[config.mk]
export PLATFORM = sky130hd
export DESIGN_NAME = mux8_32_flat
export DESIGN_NICKNAME = d
export VERILOG_FILES = /design/src/rtl/mux8_32_if.sv /design/src/rtl/mux8_32.sv /design/src/flat_wrapper.sv
export SDC_FILE = /design/constraint.sdc
export NUM_CORES = 1
export LEC_CHECK = 0
export BUFFER_PORTS_ARGS = -buffer_cell sky130_fd_sc_hd__buf_4
export CAP_MARGIN = 20
export CORE_MARGIN = 2
export CORE_UTILIZATION = 32
export DETAILED_ROUTE_END_ITERATION = 10
export HOLD_SLACK_MARGIN = 0.08
export SYNTH_ARGS = -nofsm -noshare
export SYNTH_HDL_FRONTEND = slang
export SYNTH_SLANG_ARGS = --single-unit
[constraint.sdc]
create_clock -name clk_4f -period 7.28 [get_ports clk_4f]
set_input_delay 1.456 -clock clk_4f [delete_from_list [all_inputs] [get_ports clk_4f]]
set_output_delay 1.456 -clock clk_4f [all_outputs]
set_load 0.01 [all_outputs]
[src/rtl/mux8_32_if.sv]
// Byte-stream to 32-bit word assembler bus.
// master: drives data_in/valid_in and observes the assembled-word outputs.
// slave : the assembler side.
//   data_in     8-bit byte from the serial side
//   valid_in    data_in valid this cycle
//   lane_0      assembled 32-bit word
//   valid_0     lane_0 holds a newly completed word (one-cycle pulse)
//   partial_err one-cycle pulse when an incomplete word is discarded
//   word_count  running count of completed words
interface mux8_32_if #(
  parameter int unsigned WORD_CNT_W = 16
);
  logic [7:0]            data_in;
  logic                  valid_in;
  logic [31:0]           lane_0;
  logic                  valid_0;
  logic                  partial_err;
  logic [WORD_CNT_W-1:0] word_count;

  modport master (
    output data_in, valid_in,
    input  lane_0, valid_0, partial_err, word_count
  );

  modport slave (
    input  data_in, valid_in,
    output lane_0, valid_0, partial_err, word_count
  );
endinterface

[src/rtl/mux8_32.sv]
// Collects four consecutive valid bytes (MSB first) into a 32-bit word.
// A missing byte mid-word discards the partial word and pulses partial_err.
// Ports:
//   clk_4f  single clock, rising edge
//   reset   asynchronous, active-high
//   bus     mux8_32_if slave: data_in/valid_in in; lane_0, valid_0,
//           partial_err, word_count out
// Parameters:
//   WORD_CNT_W  width of the completed-word counter
//   HOLD_LAST   1: lane_0 holds its last word; 0: lane_0 is 0 while valid_0 low
module mux8_32 #(
  parameter int unsigned WORD_CNT_W = 16,
  parameter int unsigned HOLD_LAST  = 1
) (
  input logic      clk_4f,
  input logic      reset,
  mux8_32_if.slave bus
);

  // Number of bytes already collected for the current word.
  typedef enum logic [1:0] {S0, S1, S2, S3} slot_e;

  slot_e                 state_q, state_d;
  logic [23:0]           asm_q, asm_d;
  logic [31:0]           lane_q, lane_d;
  logic                  valid_q, valid_d;
  logic                  perr_q, perr_d;
  logic [WORD_CNT_W-1:0] cnt_q, cnt_d;

  always_comb begin
    state_d = state_q;
    asm_d   = asm_q;
    lane_d  = (HOLD_LAST != 0) ? lane_q : 32'h0;
    valid_d = 1'b0;
    perr_d  = 1'b0;
    cnt_d   = cnt_q;

    if (bus.valid_in) begin
      unique case (state_q)
        S0: begin
          asm_d   = {bus.data_in, 16'h0};
          state_d = S1;
        end
        S1: begin
          asm_d[15:8] = bus.data_in;
          state_d     = S2;
        end
        S2: begin
          asm_d[7:0] = bus.data_in;
          state_d    = S3;
        end
        S3: begin
          // Fourth byte goes straight to the lane; it never lands in asm.
          lane_d  = {asm_q, bus.data_in};
          valid_d = 1'b1;
          cnt_d   = cnt_q + 1'b1;
          asm_d   = 24'h0;
          state_d = S0;
        end
      endcase
    end else if (state_q != S0) begin
      // Gap inside a word: drop what was collected.
      state_d = S0;
      asm_d   = 24'h0;
      perr_d  = 1'b1;
    end
  end

  always_ff @(posedge clk_4f or posedge reset) begin
    if (reset) begin
      state_q <= S0;
      asm_q   <= 24'h0;
      lane_q  <= 32'h0;
      valid_q <= 1'b0;
      perr_q  <= 1'b0;
      cnt_q   <= '0;
    end else begin
      state_q <= state_d;
      asm_q   <= asm_d;
      lane_q  <= lane_d;
      valid_q <= valid_d;
      perr_q  <= perr_d;
      cnt_q   <= cnt_d;
    end
  end

  assign bus.lane_0      = lane_q;
  assign bus.valid_0     = valid_q;
  assign bus.partial_err = perr_q;
  assign bus.word_count  = cnt_q;

endmodule

[src/flat_wrapper.sv]
// flat-port wrapper written by rule: the top's interface ports become plain ports
module mux8_32_flat 
#(
  parameter int unsigned WORD_CNT_W = 16,
  parameter int unsigned HOLD_LAST  = 1
)
  (clk_4f, reset, bus_data_in, bus_valid_in, bus_lane_0, bus_valid_0, bus_partial_err, bus_word_count);
  mux8_32_if #(.WORD_CNT_W(WORD_CNT_W)) bus_i ();
  input logic clk_4f;
  input logic reset;
  input wire logic [$bits(bus_i.data_in)-1:0] bus_data_in;
  input wire logic [$bits(bus_i.valid_in)-1:0] bus_valid_in;
  output wire logic [$bits(bus_i.lane_0)-1:0] bus_lane_0;
  output wire logic [$bits(bus_i.valid_0)-1:0] bus_valid_0;
  output wire logic [$bits(bus_i.partial_err)-1:0] bus_partial_err;
  output wire logic [$bits(bus_i.word_count)-1:0] bus_word_count;
  assign bus_i.data_in = bus_data_in;
  assign bus_i.valid_in = bus_valid_in;
  assign bus_lane_0 = bus_i.lane_0;
  assign bus_valid_0 = bus_i.valid_0;
  assign bus_partial_err = bus_i.partial_err;
  assign bus_word_count = bus_i.word_count;
  mux8_32 #(.WORD_CNT_W(WORD_CNT_W), .HOLD_LAST(HOLD_LAST)) u_core (.clk_4f(clk_4f), .reset(reset), .bus(bus_i));
endmodule
==> flow_summary.ini <==
[status]
status = completed

[drt]
routed-wl-met3_um = 235
met1Wirelength_um = 2940
drt-wirelength-per-cell_um = 14.6
top_layer_used = met4
dr.pass1.iters = 4
vias = 1893
routed_wl_um = 6000
via_per_inst = 4.59
drtIter0Drc = 85
wl_met2_um = 2770
ant_nets = 0
drc = 0

[floorplan]
die-height_um = 101
die_w_um = 101
die_area_sq_mm = 0.0103
core_area_sq_mm = 0.00920
rows = 35
initial_utilization_pct = 33.0
num_io_pins = 61

[place]
hpwl_um = 4170
place.gp.congestion = 0.788
dp_worst_setup_slack_ns = 4.59
dpl-instance-area_sq_mm = 0.00359
io_buffers = 60
dp_cells = 396

[yosys]
synthCells = 231
ys_ff_latch = 76
syn_avg_cell_area_sq_um = 13.1
syn-num-nets = 247
synth_top_cell_area_share_pct = 62.8
synth_area_leaders = dfrtp_1 (63%), mux2_2 (12%), nand2_1 (3.8%)
yosysWarningCount = 0
ys_seq_area_share_pct = 62.8
yosys.area.top_type = dfrtp_1
synth_cell_type_count = 27
netlist_area_sq_mm = 0.00303

[power_and_ir_drop]
ir_worst_vdd_mv = 0.125
power.density_mw_per_mm2 = 370
p_leak_nw = 1.89
power.total_mw = 1.41

[worst_setup_path]
cp-start-kind = flop
critPathMaxStageDelay_ns = 0.46
critPathMaxFanout = 6
cp_top_family = flip-flops
cp_data_required_time_ns = 5.82
cp_cell_sequence = buf_4
end_kind = primary output
crit_type = reg2out
arrival_ns = 0.98
worst-path-buf-inv = 1
slowest_stage = dfrtp_1

[clocking]
path_clk_slew_ns = 0.08
cts.sinks = 76
cts_setup_buffers = 0
cts_tree = built
post_cts_resized = 0
htreeDepth = 3
root_buffer = clkbuf_8
cts_hold_buf = 0
clkLatencyLatePin_ns = 0.34
cts_buffers = 9
clockBufferDepth = 2

[sta]
hold_viol_final = 0
skew_ns = 0.0117
fmax_ghz = 0.411
tightest_slew_ns = 0.944
slew_headroom_pct = 37.1
final.setup.tns_ns = 0
worst_slack_ns = 4.85
finalSetupViolations = 0
drv_slew = 0
layout_min_cycle_time_ns = 2.43
rsz0062_at_grt = false
period_share_pct = 33.4
fin_hold_ws_ns = 0.471

[finish]
fin_util_pct = 41.3
final_area_sq_mm = 0.00379
diodes = 0
final_cell_count_no_fill = 412
syn2layout_area_growth_pct = 25.2
layout-drive-gt1-share_pct = 39.2
nets = 312

[job]
cap_violations = 0

[global_routing]
grt_pass1_wl_um = 9780
grt_max_degree = 77
grt_usage_pct = 12.5
antenna_found_initial = 0
overflow = 0
grt_pass1_vias = 1913

[hold_path]
hold_path.class = reg2reg
## registers in the layout, summed over array words and instances, names as in the netlist
register	flops
u_core.bus.valid_0	1
u_core.asm_q	24
u_core.bus.partial_err	1
u_core.bus.word_count	16
u_core.bus.lane_0	32
u_core.state_q	2
## routing by layer
layer,vias to the layer above,GRT usage [%]
li1,916,-
met4,0,5.93
met1,937,17.6
met5,-,0
met2,36,17.7
met3,4,3.80
## final timing paths
check | slack [ns] | cells after the start | to | startpoint
max | 4.85 | 1 | bus_word_count[3] | u_core.bus.word_count[3]
min | 0.47 | 1 | u_core.bus.word_count[15] | u_core.bus.word_count[15]
max reg2reg | 5.47 | 5 | u_core.bus.word_count[11] | u_core.state_q[0]
min reg2reg | 0.47 | 1 | u_core.bus.word_count[15] | u_core.bus.word_count[15]
max in group asynchronous | 5.27 | 3 | u_core.bus.lane_0[20] | reset
min in group asynchronous | 1.41 | 3 | u_core.bus.word_count[11] | reset
## final cells by class
class | instances | area, sq um
repair buffers | 61 | 458
clock buffers | 10 | 138
multi-input cells | 141 | 1060
flip-flops and latches | 76 | 1900
well taps | 111 | 139
inverters | 7 | 26.3
clock inverters | 6 | 70.1
fillers | 871 | 5400
## report_power, final
part / total (mW) / internal [mW] / leakage [nW] / switching [mW]
clock network: 0.330 / 0.170 / 0.0955 / 0.160
logic: 0.428 / 0.213 / 0.778 / 0.214
registers: 0.648 / 0.560 / 1.01 / 0.0876
## cell families (layout without fill, tap and decap cells)
logic type      Yosys count  in the layout  synth area share, %
flops                    76             76                 62.8
simple gates             58             58                 10.2
mux                      34             34                 12.6
xor+xnor                 15             15                 4.34
buf+inv                  14             84                 2.19
fa+ha+maj                 5              5                 2.06
compound gates           29             29                 5.95
## cells in the final DEF, fill, tap and decap left out, drive strengths merged
cell | netlist | layout
dfrtp | 76 | 76
buf | 7 | 61
mux2 | 32 | 32
nand2 | 32 | 32
o21ai | 21 | 21
xnor2 | 11 | 11
clkbuf | 0 | 10
nand3 | 9 | 9
inv | 7 | 9
a22o | 7 | 7
nor2 | 6 | 6
ha | 5 | 5
xor2 | 4 | 4
nand4 | 3 | 3
clkinvlp | 0 | 3
nor4 | 2 | 2
and3 | 2 | 2
mux2i | 2 | 2
nand2b | 2 | 2
nor3 | 1 | 1
and2 | 1 | 1
o22ai | 1 | 1
bufinv | 0 | 1
## worst register-to-register path, cell delays in order, from the launching register on
cell and delay, ns:
dfrtp_1 0.41, ha_1 0.31, nand2_4 0.31, nor2_1 0.38
nand3_1 0.15, xnor2_1 0.14
## cells in the mapped netlist, drive strengths merged
cell and number:
nand4 3, and3 2, a22o 7, nand2b 2, and2 1, buf 7
xor2 4, mux2 32, o21ai 21, nand2 32, dfrtp 76, nor4 2
ha 5, inv 7, mux2i 2, nand3 9, o22ai 1, nor3 1
xnor2 11, nor2 6
(Power assumes the default switching activity.)
